### src/rtl/ppe_pkg.sv
// Shared packet layout, opcodes, router addresses and FSM encoding for the
// PPE input stage.
package ppe_pkg;

    localparam int PKT_W       = 33;
    localparam int DEST_HI     = 32;
    localparam int DEST_LO     = 29;
    localparam int OP_HI       = 28;
    localparam int OP_LO       = 25;
    localparam int DATA_HI     = 24;
    localparam int DATA_LO     = 0;

    localparam int IFMAP_SIZE  = 25;
    localparam int FILTER_SIZE = 5;
    localparam int OUTPUT_SIZE = 21;

    localparam logic [3:0] IMEM_ID          = 4'd11;
    localparam logic [3:0] OP_WEIGHTS_DONE  = 4'd0;
    localparam logic [3:0] OP_PPE_INPUT     = 4'd1;
    localparam logic [3:0] OP_TIMESTEP_DONE = 4'd15;

    typedef struct packed {
        logic [DEST_HI-DEST_LO:0] dest;
        logic [OP_HI-OP_LO:0]     opcode;
        logic [DATA_HI:DATA_LO]   data;
    } pkt_t;

    typedef enum logic [1:0] {
        IDLE       = 2'd0,
        WAIT_FIRST = 2'd1,
        STREAM     = 2'd2,
        STALL      = 2'd3
    } state_e;

endpackage

### src/rtl/ppe_row_dbuf.sv
// Active/shadow row double buffer with the sliding-window mux.
// Swap has priority; a bypass swap loads the active row straight from the packet.
module ppe_row_dbuf
    import ppe_pkg::*;
(
    input  logic                   clk,
    input  logic                   rst_n,
    input  logic                   clear_i,
    input  logic                   load_active_i,
    input  logic                   load_shadow_i,
    input  logic                   swap_i,
    input  logic                   swap_bypass_i,
    input  logic [IFMAP_SIZE-1:0]  data_i,
    input  logic [4:0]             col_i,
    output logic                   shadow_full_o,
    output logic [FILTER_SIZE-1:0] win_data_o
);

    logic [IFMAP_SIZE-1:0] active_q;
    logic [IFMAP_SIZE-1:0] shadow_q;
    logic                  shadow_full_q;

    // Buffer registers and shadow occupancy
    always_ff @(posedge clk or negedge rst_n) begin
        if (!rst_n) begin
            active_q      <= 25'd0;
            shadow_q      <= 25'd0;
            shadow_full_q <= 1'b0;
        end else if (clear_i) begin
            active_q      <= 25'd0;
            shadow_q      <= 25'd0;
            shadow_full_q <= 1'b0;
        end else if (swap_i) begin
            active_q      <= swap_bypass_i ? data_i : shadow_q;
            shadow_full_q <= 1'b0;
        end else if (load_active_i) begin
            active_q      <= data_i;
        end else if (load_shadow_i) begin
            shadow_q      <= data_i;
            shadow_full_q <= 1'b1;
        end
    end

    assign shadow_full_o = shadow_full_q;
    assign win_data_o    = active_q[col_i +: FILTER_SIZE];

endmodule

### src/rtl/ppe_row_feeder.sv
// PPE input stage: accepts ifmap row packets, streams 21 windows per row and
// prefetches the next row from IFMAP memory while the current one streams.
module ppe_row_feeder
    import ppe_pkg::*;
#(
    parameter int PE_ID = 5
) (
    input  logic        clk,
    input  logic        rst_n,
    input  logic        start,
    input  logic [32:0] pkt_in,
    input  logic        pkt_in_valid,
    output logic        pkt_in_ready,
    output logic [32:0] req_pkt,
    output logic        req_valid,
    input  logic        req_ready,
    output logic [4:0]  win_data,
    output logic [4:0]  win_col,
    output logic [4:0]  win_row,
    output logic        win_valid,
    input  logic        win_ready,
    output logic        row_done,
    output logic        ts_done,
    output logic        pkt_drop
);

    localparam logic [3:0] PE_ADDR  = 4'(PE_ID);
    localparam int         ROW_BASE = PE_ID - 5;
    localparam logic [4:0] LAST_IDX = 5'(OUTPUT_SIZE - 1);

    state_e      state_q, state_d;
    logic [4:0]  col_q, col_d;
    logic [4:0]  row_q, row_d;
    logic [4:0]  rows_req_q, rows_req_d;
    logic        outstanding_q, outstanding_d;
    logic        req_valid_q, req_valid_d;
    logic [32:0] req_pkt_q, req_pkt_d;
    logic        row_done_q, row_done_d;
    logic        ts_done_q, ts_done_d;
    logic        pkt_drop_q, pkt_drop_d;

    pkt_t        pkt_s;
    logic        accept_s;
    logic        is_data_s;
    logic        load_first_s;
    logic        load_shadow_s;
    logic        shadow_full_s;
    logic        swap_s;
    logic        swap_bypass_s;
    logic        clear_s;
    logic        win_fire_s;
    logic        req_fire_s;
    logic        want_req_s;
    logic [24:0] next_row_s;

    assign pkt_s         = pkt_in;
    assign pkt_in_ready  = !shadow_full_s;
    assign accept_s      = pkt_in_valid && !shadow_full_s;
    assign is_data_s     = (pkt_s.dest == PE_ADDR) && (pkt_s.opcode == OP_PPE_INPUT);
    assign load_first_s  = accept_s && is_data_s && (state_q == WAIT_FIRST);
    // Row data outside WAIT_FIRST is only legal as the answer to our own request
    assign load_shadow_s = accept_s && is_data_s && outstanding_q &&
                           ((state_q == STREAM) || (state_q == STALL));
    assign win_valid     = (state_q == STREAM);
    assign win_fire_s    = win_valid && win_ready;
    assign req_fire_s    = req_valid_q && req_ready;
    assign next_row_s    = 25'(ROW_BASE + 1) + {20'd0, rows_req_q};

    ppe_row_dbuf u_dbuf (
        .clk           (clk),
        .rst_n         (rst_n),
        .clear_i       (clear_s),
        .load_active_i (load_first_s),
        .load_shadow_i (load_shadow_s),
        .swap_i        (swap_s),
        .swap_bypass_i (swap_bypass_s),
        .data_i        (pkt_s.data),
        .col_i         (col_q),
        .shadow_full_o (shadow_full_s),
        .win_data_o    (win_data)
    );

    // Sequencing FSM: state, window position and row/timestep pulses
    always_comb begin
        state_d       = state_q;
        col_d         = col_q;
        row_d         = row_q;
        swap_s        = 1'b0;
        swap_bypass_s = 1'b0;
        clear_s       = 1'b0;
        row_done_d    = 1'b0;
        ts_done_d     = 1'b0;
        case (state_q)
            IDLE: begin
                if (start) begin
                    state_d = WAIT_FIRST;
                    col_d   = 5'd0;
                    row_d   = 5'd0;
                    clear_s = 1'b1;
                end else begin
                    state_d = IDLE;
                end
            end
            WAIT_FIRST: begin
                if (load_first_s) begin
                    state_d = STREAM;
                end else begin
                    state_d = WAIT_FIRST;
                end
            end
            STREAM: begin
                if (win_fire_s && (col_q == LAST_IDX)) begin
                    row_done_d = 1'b1;
                    if (row_q == LAST_IDX) begin
                        ts_done_d = 1'b1;
                        state_d   = IDLE;
                    end else if (shadow_full_s || load_shadow_s) begin
                        swap_s        = 1'b1;
                        swap_bypass_s = !shadow_full_s;
                        col_d         = 5'd0;
                        row_d         = row_q + 5'd1;
                    end else begin
                        state_d = STALL;
                    end
                end else if (win_fire_s) begin
                    col_d = col_q + 5'd1;
                end else begin
                    state_d = STREAM;
                end
            end
            STALL: begin
                if (shadow_full_s) begin
                    swap_s  = 1'b1;
                    col_d   = 5'd0;
                    row_d   = row_q + 5'd1;
                    state_d = STREAM;
                end else begin
                    state_d = STALL;
                end
            end
            default: begin
                state_d = IDLE;
            end
        endcase
    end

    // Prefetch request generation and outstanding tracking
    always_comb begin
        want_req_s = (load_first_s || swap_s) && (rows_req_q < LAST_IDX) &&
                     !(outstanding_q && !load_shadow_s) && !req_valid_q;
        req_valid_d = req_valid_q;
        req_pkt_d   = req_pkt_q;
        if (req_fire_s) begin
            req_valid_d = 1'b0;
        end else if (want_req_s) begin
            req_valid_d = 1'b1;
            req_pkt_d   = {IMEM_ID, PE_ADDR, next_row_s};
        end else begin
            req_valid_d = req_valid_q;
        end
        if (req_fire_s) begin
            outstanding_d = 1'b1;
        end else if (load_shadow_s) begin
            outstanding_d = 1'b0;
        end else begin
            outstanding_d = outstanding_q;
        end
        if (clear_s) begin
            rows_req_d = 5'd0;
        end else if (req_fire_s) begin
            rows_req_d = rows_req_q + 5'd1;
        end else begin
            rows_req_d = rows_req_q;
        end
        pkt_drop_d = accept_s && !load_first_s && !load_shadow_s;
    end

    // All state and registered outputs
    always_ff @(posedge clk or negedge rst_n) begin
        if (!rst_n) begin
            state_q       <= IDLE;
            col_q         <= 5'd0;
            row_q         <= 5'd0;
            rows_req_q    <= 5'd0;
            outstanding_q <= 1'b0;
            req_valid_q   <= 1'b0;
            req_pkt_q     <= 33'd0;
            row_done_q    <= 1'b0;
            ts_done_q     <= 1'b0;
            pkt_drop_q    <= 1'b0;
        end else begin
            state_q       <= state_d;
            col_q         <= col_d;
            row_q         <= row_d;
            rows_req_q    <= rows_req_d;
            outstanding_q <= outstanding_d;
            req_valid_q   <= req_valid_d;
            req_pkt_q     <= req_pkt_d;
            row_done_q    <= row_done_d;
            ts_done_q     <= ts_done_d;
            pkt_drop_q    <= pkt_drop_d;
        end
    end

    assign req_pkt   = req_pkt_q;
    assign req_valid = req_valid_q;
    assign win_col   = col_q;
    assign win_row   = row_q;
    assign row_done  = row_done_q;
    assign ts_done   = ts_done_q;
    assign pkt_drop  = pkt_drop_q;

endmodule
### config.mk
export PLATFORM = sky130hd
export DESIGN_NAME = ppe_row_feeder
export DESIGN_NICKNAME = d
export VERILOG_FILES = /design/src/rtl/ppe_pkg.sv /design/src/rtl/ppe_row_dbuf.sv /design/src/rtl/ppe_row_feeder.sv
export SDC_FILE = /design/constraint.sdc
export NUM_CORES = 1
export LEC_CHECK = 0
export BUFFER_PORTS_ARGS = -buffer_cell sky130_fd_sc_hd__buf_2
export CAP_MARGIN = 20
export CORE_AREA = 2 2 106 108
export DETAILED_ROUTE_END_ITERATION = 16
export DIE_AREA = 0 0 108 110
export PLACE_DENSITY = 0.74
export SYNTH_ARGS = -nofsm -noshare
export SYNTH_HDL_FRONTEND = slang
export SYNTH_SLANG_ARGS = --single-unit
export TNS_END_PERCENT = 5
### constraint.sdc
create_clock -name clk -period 6.95 [get_ports clk]
set_clock_uncertainty 0.1 [all_clocks]
set_input_delay 1.7375 -clock clk [delete_from_list [all_inputs] [get_ports clk]]
set_output_delay 1.7375 -clock clk [all_outputs]
set_load 0.01 [all_outputs]
Word level (Yosys, flattened, before mapping)
Cells that the tools add are included.
- add/sub/neg operators: 4
- $lt $le $gt $ge: 1
- equal/unequal tests: 20
- shifts and indexed selects: 1
- multiplexer cells: 54
- bitwise gates (word level): 1
- reduce and logical (&&, ||, !) cells: 37
- operators by type and width (cell ; number):
    25-bit 2-to-1 mux ; 8
    5-bit 2-to-1 mux ; 12
    5-bit case mux with 3 select lines ; 2
    1-bit 2-to-1 mux ; 25
    25-bit by 6-bit variable part select with 5-bit output ; 1
    5-bit by 1-bit adder with 5-bit output (second input constant) ; 3
    1-bit logical AND ; 15
    6-bit AND reduction ; 2
    5-bit == test (second input constant) ; 2
    2-bit 2-to-1 mux ; 5
    2-bit by 1-bit != test with 1-bit output (second input constant) ; 5
    3-bit nonzero test ; 3
    2-bit case mux with 4 select lines ; 1
    2-bit nonzero test ; 4
    1-bit by 5-bit adder with 6-bit output (first input constant) ; 1
    3-bit by 1-bit != test with 1-bit output (second input constant) ; 2
    3-bit by 2-bit != test with 1-bit output (second input constant) ; 2
    2-bit AND reduction ; 3
    1-bit logical NOT ; 5
    5-bit < comparator (second input constant) ; 1
    2-bit == test (second input constant) ; 2
    4-bit by 1-bit == test with 1-bit output (second input constant) ; 1
    4-bit by 3-bit == test with 1-bit output (second input constant) ; 1
    2-bit != test (second input constant) ; 2
    other kinds (8) ; 10
- flip-flop bits (word level): 99
- word-level logic and storage cells: 131

Depth between registers and ports, before layout
Gate-level depths: netlist of the first run.
- depth in word-level cells: 16
- depth in mapped cells: 10
- depth with buffers taken out: 7

Cells and area by module
From an unflattened synthesis of the first run, not the netlist that was laid out.
- cell total of the unflattened synthesis: 472
- area total of the unflattened synthesis: 4825.9 µm²
- modules (own cells, without submodules) (module ; instances ; cells each ; area each (µm²) ; sequential area each (µm²)):
    ppe_row_dbuf ; 1 ; 294 ; 3067.9 ; 1276.2
    ppe_row_feeder ; 1 ; 178 ; 1757.9 ; 725.7

Worst setup path after synthesis of the first run
OpenSTA, ideal clock, no wires.
- path kind: flip-flop to output port
- from: reg col_q[1], in the netlist win_col[1]
- to: out win_data[2]
- arrival: 2105 ps
- data required time: 5112 ps
- setup slack: 3008 ps
- cell stages (with the launch flop): 7
- path buffers: 2
- cell sequence: dfrtp_1 -> clkbuf_1 -> buf_1 -> mux4_2 -> nand2_1 -> o21ai_0 -> o22ai_1
- word-level cells in the longest chain between the ends: 1
- RTL lines (what ; RTL line ; text):
    start: declaration ; ppe_row_feeder.sv:32 ; logic [4:0] col_q, col_d;
    start signal: assignment ; ppe_row_feeder.sv:193 ; col_q <= col_d;
    25-bit by 6-bit variable part select with 5-bit output ; ppe_row_dbuf.sv:45 ; assign win_data_o = active_q[col_i +: FILTER_SIZE];
    end: declaration ; ppe_row_feeder.sv:17 ; output logic [4:0] win_data,
No other way between the ends.

Worst setup path in the final report of the first run
- from: reg col_q[0], in the netlist win_col[0]
- to: out win_data[1]
Same word-level chain as after synthesis.

==> results.py, run 1 <==
metrics = {
    "worst_setup_path": {
        "end_kind": "output pin",
        "path_class": "reg2out",
        "cp_data_arrival_time_ns": 2.83,
        "reg2reg_depth": 7,
        "required_ns": 5.11,
        "crit_fanout": 19,
        "r2r_slack_ns": 3.80,
        "setup.worst_path.start_class": "register",
    },
    "final_layout": {
        "fillCellCount": 966,
        "multi_input_area_mm2": 0.00257,
        "drive_gt1_frac": 0.229,
        "layout_commonest_cell": "nand2_1",
        "area_growth_pct": 11.0,
        "diodes": 0,
        "layout_common_cells": "nand2_1 (92), dfrtp_1 (80), mux2i_1 (71)",
        "regArea_mm2": 0.00200,
        "final_area_mm2": 0.00539,
        "fin_nets": 570,
    },
    "floorplan": {
        "design.portCount": 93,
        "start_util": 0.454,
        "rows": 38,
        "core_mm2": 0.0107,
        "die_x_um": 108,
        "design.die.area_mm2": 0.0119,
        "die-height_um": 110,
    },
    "synthesis": {
        "synth_area_leaders": "dfrtp_1 (41%), mux2i_1 (15%), mux4_2 (8.8%), nand2_1 (7.1%), buf_4 (4.0%)",
        "yosys.area.top_type": "dfrtp_1",
        "synth-seq-cells": 80,
        "yosys_warnings": 0,
        "ys_seq_area_frac": 0.412,
        "syn_area_mm2": 0.00486,
        "synth_cell_types": 53,
        "synth-async-reset-ratio": 1.00,
        "synth_ff_type": "dfrtp_1",
        "syn_inst": 473,
        "yosysTopAreaCellShare": 0.412,
        "synth_edf_count": 0,
        "syn_avg_cell_area_um2": 10.3,
    },
    "sta": {
        "period_minus_slack_ns": 4.67,
        "period_share": 0.672,
        "tightest_slew_ns": 1.00,
        "finalHoldViolations": 0,
        "setup_viol": 0,
        "maxSlewHeadroom": 0.322,
        "finalSetupTns_ns": 0,
        "fmax_ghz": 0.214,
        "rsz0062_at_grt": "false",
        "drv_slew": 0,
    },
    "drt": {
        "drt_wl_total_um": 10000,
        "viasPerCell": 5.42,
        "drt-initial-drc-count": 217,
        "num_vias": 3626,
        "drtPass1Iterations": 4,
        "antenna_left": 0,
        "drc_errors": 0,
        "wire_per_inst_um": 15.0,
    },
    "placed_design": {
        "gp_congestion": 0.839,
        "post-dp-hpwl_um": 7130,
        "placed_area_mm2": 0.00518,
        "port-buffer-count": 70,
    },
    "clocking": {
        "clkLatencyLatePin_ns": 0.35,
        "cts_setup_buffers": 0,
        "holdBufCountCts": 0,
        "clockRootBuffer": "clkbuf_8",
        "htree_levels": 3,
        "cts_max_path_buffers": 2,
        "cts-resized-gates": 0,
        "cts.clk_slew.worst_paths_ns": 0.08,
        "cts_buffers": 9,
        "cts_tree": "done",
        "cts.sinks": 80,
    },
    "grt": {
        "grt_pass1_wl_um": 17100,
        "grt-ovfl-total": 0,
        "grt_antenna_before_repair": 0,
        "grt_max_degree": 81,
        "grt_pass1_vias": 3525,
        "grt.total_usage": 0.182,
    },
    "power": {
        "p_leak_nw": 2.86,
        "ir_drop_mv": 0.180,
        "p_per_area_mw_per_mm2": 245,
    },
    "worst_hold_path": {
        "min_delay_path_depth": 1,
        "hold_path.class": "reg2reg",
    },
    "flow_run": {
        "maxCapViolations": 0,
    },
    "run_status": {
        "status": "finished, final reports clean",
    },
}
[through the flow]
stage	hold slack, ns	setup slack, ns	instances	util	power (mW)
2_1_floorplan	0.392	3.01	494	-	0.877
3_3_place_gp	0.364	2.72	654	0.484	0.980
3_5_place_dp	0.376	2.66	654	0.484	0.992
4_1_cts	0.398	2.26	668	0.502	1.33
5_1_grt	0.423	2.07	669	0.504	1.40
6_report	0.390	2.28	669	0.504	1.32
[power by group]
part           leakage [nW]  internal [mW]  switching [mW]
clock network        0.0973          0.181           0.159
registers              1.02          0.492          0.0919
logic                  1.75          0.217           0.180
[final timing paths]
path | startpoint | to
hold / removal | req_pkt[5] | req_pkt[5]
max in group asynchronous | rst_n | outstanding_q
setup reg to reg | win_col[1] | win_row[1]
min in group asynchronous | rst_n | u_dbuf.shadow_q[4]
hold reg to reg | req_pkt[5] | req_pkt[5]
setup / recovery | win_col[0] | win_data[1]
[metal layers]
| layer | vias up | GRT usage | routed length (um) |
|---|---|---|---|
| li1 | 1737 | - | - |
| met1 | 1752 | 0.266 | 4850 |
| met2 | 126 | 0.275 | 4500 |
| met3 | 11 | 0.0270 | 537 |
| met4 | 0 | 0.0659 | 130 |
| met5 | - | 0 | 0 |
[flip-flops by register name (all words and copies together), names as in the netlist, 2 cells and up]
signal           cells
u_dbuf.active_q     25
u_dbuf.shadow_q     25
req_pkt              7
rows_req_q           5
win_col              5
win_row              5
state_q              2
[synth_stat cells (all sizes together), types with 3 or more instances]
cell type	count
xor2	4
inv	12
dfrtp	80
nand3b	3
mux2i	71
a21oi	10
nor3	3
nand2	92
buf	41
o21ai	42
a31oi	3
nor2	12
o22ai	4
nand2b	5
clkbuf	13
mux4	19
ha	5
nand3	10
o31ai	3
mux2	6
or3	5
[layout make-up]
class                   count  area share
repair buffers             75      0.0747
clock buffers              11      0.0281
multi-input cells         348       0.477
flip-flops and latches     80       0.371
well taps                 140      0.0325
clock inverters             3     0.00789
inverters                  12     0.00835
[critical path, stage by stage, from the launching register on]
cell	delay, ns
dfrtp_1	0.74
buf_4	0.41
mux4_2	0.55
mux4_2	0.46
inv_1	0.06
o22ai_1	0.09
buf_2	0.17
[cells by family after synthesis]
| logic type | count (synthesis) | share of synthesized area |
|---|---|---|
| mux | 96 | 0.248 |
| other cells | 1 | 0.000772 |
| xor+xnor | 6 | 0.0108 |
| simple gates | 147 | 0.143 |
| flops | 80 | 0.412 |
| compound gates | 72 | 0.0943 |
| buf+inv | 66 | 0.0780 |
| fa+ha+maj | 5 | 0.0129 |
(Power assumes the default switching activity.)
==> run 2: changes to the inputs <==
--- a/config.mk
+++ b/config.mk
@@ -10,7 +10,7 @@
 export CORE_AREA = 2 2 106 108
 export DETAILED_ROUTE_END_ITERATION = 16
 export DIE_AREA = 0 0 108 110
-export PLACE_DENSITY = 0.74
+export PLACE_DENSITY = 0.77
 export SYNTH_ARGS = -nofsm -noshare
 export SYNTH_HDL_FRONTEND = slang
 export SYNTH_SLANG_ARGS = --single-unit
==> constraint.sdc (replaced) <==
create_clock -name clk -period 4.2 [get_ports clk]
set_clock_uncertainty 0.1 [all_clocks]
set_input_delay 1.05 -clock clk [delete_from_list [all_inputs] [get_ports clk]]
set_output_delay 1.05 -clock clk [all_outputs]
set_load 0.01 [all_outputs]
==> results.py, run 2 (synthesis results as in run 1) <==
metrics = {
    "worst_setup_path": {
        "cp_num_buf_inv": 2,
        "slowest_delay_ns": 0.72,
        "crit_fanout": 11,
        "cp_slowest_cell": "dfrtp_1",
        "path_class": "reg2out",
        "setup.worst_path.start_class": "register",
        "cp_data_arrival_time_ns": 2.62,
        "r2r_slack_ns": 0.94,
        "crit_chain": "buf_4 -> mux4_2 -> mux2_2 -> a21oi_1 -> o21ai_0 -> buf_2",
        "timing.rr.end": "win_row[1]",
        "critPathLaunch": "win_col[0]",
        "end_kind": "output pin",
        "reg2reg_depth": 8,
        "path_delay_family": "multiplexers",
        "required_ns": 3.05,
        "r2r-start": "win_col[1]",
    },
    "drt": {
        "drt-initial-drc-count": 227,
        "drtPass1Iterations": 5,
        "num_vias": 3659,
        "antenna_left": 0,
        "drt_wl_total_um": 10500,
        "wire_per_inst_um": 15.6,
        "drc_errors": 0,
        "viasPerCell": 5.42,
    },
    "sta": {
        "period_minus_slack_ns": 3.77,
        "fmax_ghz": 0.265,
        "period_share": 0.899,
        "drv_slew": 0,
        "finalHoldViolations": 0,
        "rsz0062_at_grt": "false",
        "setup_viol": 0,
        "maxSlewHeadroom": 0.396,
        "finalSetupTns_ns": 0,
        "tightest_slew_ns": 0.894,
    },
    "run_status": {
        "status": "finished, final reports clean",
    },
    "placed_design": {
        "gp_congestion": 0.877,
        "placed_area_mm2": 0.00521,
        "post-dp-hpwl_um": 7550,
        "port-buffer-count": 70,
        "dp.cells": 658,
    },
    "clocking": {
        "clockRootBuffer": "clkbuf_8",
        "cts_max_path_buffers": 2,
        "cts.sinks": 80,
        "cts_buffers": 9,
        "cts_setup_buffers": 0,
        "cts_tree": "done",
        "htree_levels": 3,
        "cts-resized-gates": 0,
        "clkLatencyLatePin_ns": 0.36,
        "cts.clk_slew.worst_paths_ns": 0.08,
        "holdBufCountCts": 0,
    },
    "power": {
        "p_leak_nw": 2.89,
        "p_comb_frac": 0.313,
        "p_per_area_mw_per_mm2": 409,
        "pwr-share-clk": 0.256,
        "seq_power_share": 0.431,
        "finalPower_mw": 2.22,
        "p_int_mw": 1.48,
        "switching_power_mw": 0.743,
        "swShare": 0.334,
        "ir_drop_mv": 0.184,
    },
    "final_layout": {
        "area_growth_pct": 11.9,
        "drive_gt1_frac": 0.236,
        "final_area_mm2": 0.00544,
        "layout_commonest_cell": "nand2_1",
        "layout.cells.non_filler": 675,
        "layout_common_cells": "nand2_1 (92), dfrtp_1 (80), mux2i_1 (71)",
        "fin_nets": 574,
        "diodes": 0,
    },
    "grt": {
        "grt_use_met1": 0.254,
        "grt-ovfl-total": 0,
        "grt_antenna_before_repair": 0,
        "grt_pass1_wl_um": 17400,
        "top_usage_layer": "met2",
        "gr-usage-met3": 0.0417,
        "grt.total_usage": 0.188,
        "grt_pass1_vias": 3603,
        "grt_max_degree": 81,
        "use_met2": 0.294,
    },
    "worst_hold_path": {
        "hold_path.startpoint": "req_pkt[5]",
        "hold_end": "req_pkt[5]",
        "hold_path.class": "reg2reg",
        "min_delay_path_depth": 1,
    },
    "floorplan": {
        "design.die.area_mm2": 0.0119,
        "design.portCount": 93,
        "rows": 38,
        "die-height_um": 110,
        "core_mm2": 0.0107,
        "start_util": 0.454,
        "die_x_um": 108,
    },
    "flow_run": {
        "maxCapViolations": 0,
    },
}
==> run 2: cell count changes in the layout (fill, tap and decap cells not counted) <==
cell / change
buf_12: -1
buf_16: +1
buf_4: +4
clkbuf_1: +1
clkbuf_8: -1
clkinv_2: +1
clkinv_4: +1
==> run 2: worst max-delay path by stage <==
stage | to | slack (ns) | cells after the start
2_1_floorplan | win_data[2] | 0.95 | 6
3_3_place_gp | req_pkt[2] | 0.67 | 6
4_1_cts | win_data[0] | 0.40 | 6
3_5_place_dp | req_pkt[2] | 0.62 | 6
6_report | win_data[0] | 0.43 | 6
5_1_grt | win_data[0] | 0.24 | 6
==> run 2: area by class of cell <==
| cell class | instances | area (um2) |
|---|---|---|
| Sequential cell | 80 | 2000 |
| Clock inverter | 5 | 56.3 |
| Fill cell | 971 | 5260 |
| Timing Repair Buffer | 79 | 440 |
| Inverter | 12 | 45.0 |
| Tap cell | 140 | 175 |
| Multi-Input combinational cell | 348 | 2570 |
| Clock buffer | 11 | 141 |
==> run 2: through the flow <==
step / setup slack, ns / util / hold WS, ns
after detailed placement: 0.619 / 0.487 / 0.371
after global placement: 0.673 / 0.487 / 0.369
after global routing: 0.241 / 0.508 / 0.420
after floorplan: 0.945 / - / 0.392
final: 0.425 / 0.508 / 0.391
after CTS: 0.398 / 0.505 / 0.391
==> run 2: power by group through the flow <==
stage / registers (mW) / logic [mW] / clock network [mW]
5_1_grt: 0.978 / 0.765 / 0.615
2_1_floorplan: 0.885 / 0.566 / 0
4_1_cts: 0.958 / 0.693 / 0.585
6_report: 0.957 / 0.695 / 0.570
3_3_place_gp: 0.966 / 0.673 / 0
3_5_place_dp: 0.975 / 0.692 / 0
==> run 2: per-layer routing <==
| layer | wire length [um] | up-vias | part of all wire |
|---|---|---|---|
| met5 | 0 | - | 0 |
| met4 | 223 | 0 | 0.021 |
| met3 | 535 | 19 | 0.051 |
| met2 | 4910 | 123 | 0.47 |
| met1 | 4860 | 1770 | 0.46 |
| li1 | - | 1747 | - |
==> run 3: changes to the inputs <==
--- a/config.mk
+++ b/config.mk
@@ -8,6 +8,8 @@
 export BUFFER_PORTS_ARGS = -buffer_cell sky130_fd_sc_hd__buf_2
 export CAP_MARGIN = 20
 export CORE_AREA = 2 2 106 108
+export CTS_BUF_LIST = sky130_fd_sc_hd__clkbuf_8 sky130_fd_sc_hd__clkbuf_16
+export CTS_CLUSTER_DIAMETER = 120
 export DETAILED_ROUTE_END_ITERATION = 16
 export DIE_AREA = 0 0 108 110
 export PLACE_DENSITY = 0.77
==> results.py, run 3 (synthesis results as in run 1) <==
metrics = {
    "final_layout": {
        "final_util": 0.508,
        "layout.cells.non_filler": 675,
        "layout_commonest_cell": "nand2_1",
        "diodes": 0,
        "layout_common_cells": "nand2_1 (92), dfrtp_1 (80), mux2i_1 (71)",
        "drive_gt1_frac": 0.236,
        "area_growth_pct": 11.9,
        "fin_nets": 574,
    },
    "sta": {
        "finalHoldViolations": 0,
        "period_share": 0.899,
        "fin_ws_ns": 0.426,
        "finalSetupTns_ns": 0,
        "maxSlewHeadroom": 0.404,
        "setup_viol": 0,
        "tightest_slew_ns": 0.882,
        "rsz0062_at_grt": "false",
        "drv_slew": 0,
        "fmax_ghz": 0.265,
        "period_minus_slack_ns": 3.77,
        "whs_ns": 0.391,
    },
    "drt": {
        "drc_errors": 0,
        "viasPerCell": 5.40,
        "drt-initial-drc-count": 225,
        "num_vias": 3643,
        "antenna_left": 0,
        "drt_wl_total_um": 10500,
        "wire_per_inst_um": 15.6,
        "drtPass1Iterations": 5,
    },
    "worst_setup_path": {
        "critPathLaunch": "win_col[0]",
        "reg2reg_depth": 8,
        "path_class": "reg2out",
        "crit_fanout": 11,
        "r2r_slack_ns": 0.95,
        "r2r-start": "win_col[1]",
        "end_kind": "output pin",
        "timing.rr.end": "win_row[1]",
        "setup.worst_path.start_class": "register",
        "required_ns": 3.05,
        "cp_data_arrival_time_ns": 2.62,
    },
    "clocking": {
        "cts_tree": "done",
        "cts_setup_buffers": 0,
        "cts_buffers": 9,
        "cts_max_path_buffers": 2,
        "clkLatencyLatePin_ns": 0.36,
        "cts.clk_slew.worst_paths_ns": 0.08,
        "clockRootBuffer": "clkbuf_8",
        "cts-resized-gates": 0,
        "htree_levels": 3,
        "holdBufCountCts": 0,
        "cts.sinks": 80,
    },
    "run_status": {
        "status": "finished, final reports clean",
    },
    "power": {
        "ir_drop_mv": 0.184,
        "p_per_area_mw_per_mm2": 408,
        "p_leak_nw": 2.89,
    },
    "floorplan": {
        "rows": 38,
        "start_util": 0.454,
        "die_x_um": 108,
        "design.die.area_mm2": 0.0119,
        "design.portCount": 93,
        "core_mm2": 0.0107,
        "die-height_um": 110,
    },
    "placed_design": {
        "port-buffer-count": 70,
        "place_ws_ns": 0.619,
        "post-dp-hpwl_um": 7550,
        "dp.cells": 658,
        "gp_congestion": 0.877,
    },
    "grt": {
        "grt_antenna_before_repair": 0,
        "grt-ovfl-total": 0,
        "grt_pass1_vias": 3603,
        "grt_max_degree": 81,
        "grt.total_usage": 0.188,
        "grt_pass1_wl_um": 17400,
    },
    "worst_hold_path": {
        "hold_path.startpoint": "req_pkt[5]",
        "hold_path.class": "reg2reg",
        "hold_end": "req_pkt[5]",
        "min_delay_path_depth": 1,
    },
    "flow_run": {
        "maxCapViolations": 0,
    },
}
[run 3: cell count changes in the layout (fill, tap and decap cells not counted)]
cell      delta
inv_1        +1
clkbuf_1     -1
[run 3: worst max-delay path by stage]
stage / to / slack [ns] / cells after the start
after detailed placement: req_pkt[2] / 0.62 / 6
after global placement: req_pkt[2] / 0.67 / 6
after global routing: win_data[0] / 0.24 / 6
after floorplan: win_data[2] / 0.95 / 6
after CTS: win_data[0] / 0.40 / 6
final: win_data[0] / 0.43 / 6
[run 3: layout make-up]
type                            count  area, um2
Clock buffer                       10        138
Clock inverter                      6       60.1
Fill cell                         971       5260
Inverter                           12       45.0
Multi-Input combinational cell    348       2570
Sequential cell                    80       2000
Tap cell                          140        175
Timing Repair Buffer               79        440
[run 3: worst max-delay path, stage by stage (launching register included)]
cell     delay, ns
dfrtp_1       0.72
buf_4         0.30
mux4_2        0.55
mux2_2        0.29
a21oi_1       0.14
o21ai_0       0.10
buf_2         0.17
[run 3: stage by stage]
stage          area [um2]  power, mW
3_3_place_gp         5210       1.64
5_1_grt              5440       2.36
6_report             5440       2.22
3_5_place_dp         5210       1.67
4_1_cts              5410       2.23
2_1_floorplan        4940       1.45
[run 3: power by group]
group / internal, mW / switching (mW) / total, mW
clock: 0.287 / 0.279 / 0.566
combinational: 0.374 / 0.321 / 0.695
sequential: 0.815 / 0.143 / 0.957
total: 1.48 / 0.742 / 2.22
[run 3: metal layers]
metal | vias up | global-route usage | wire [um] | share of wire
li1 | 1746 | - | - | -
met3 | 17 | 0.0417 | 523 | 0.050
met4 | 0 | 0.0824 | 219 | 0.021
met2 | 117 | 0.294 | 4890 | 0.47
met5 | - | 0 | 0 | 0
met1 | 1763 | 0.254 | 4880 | 0.46
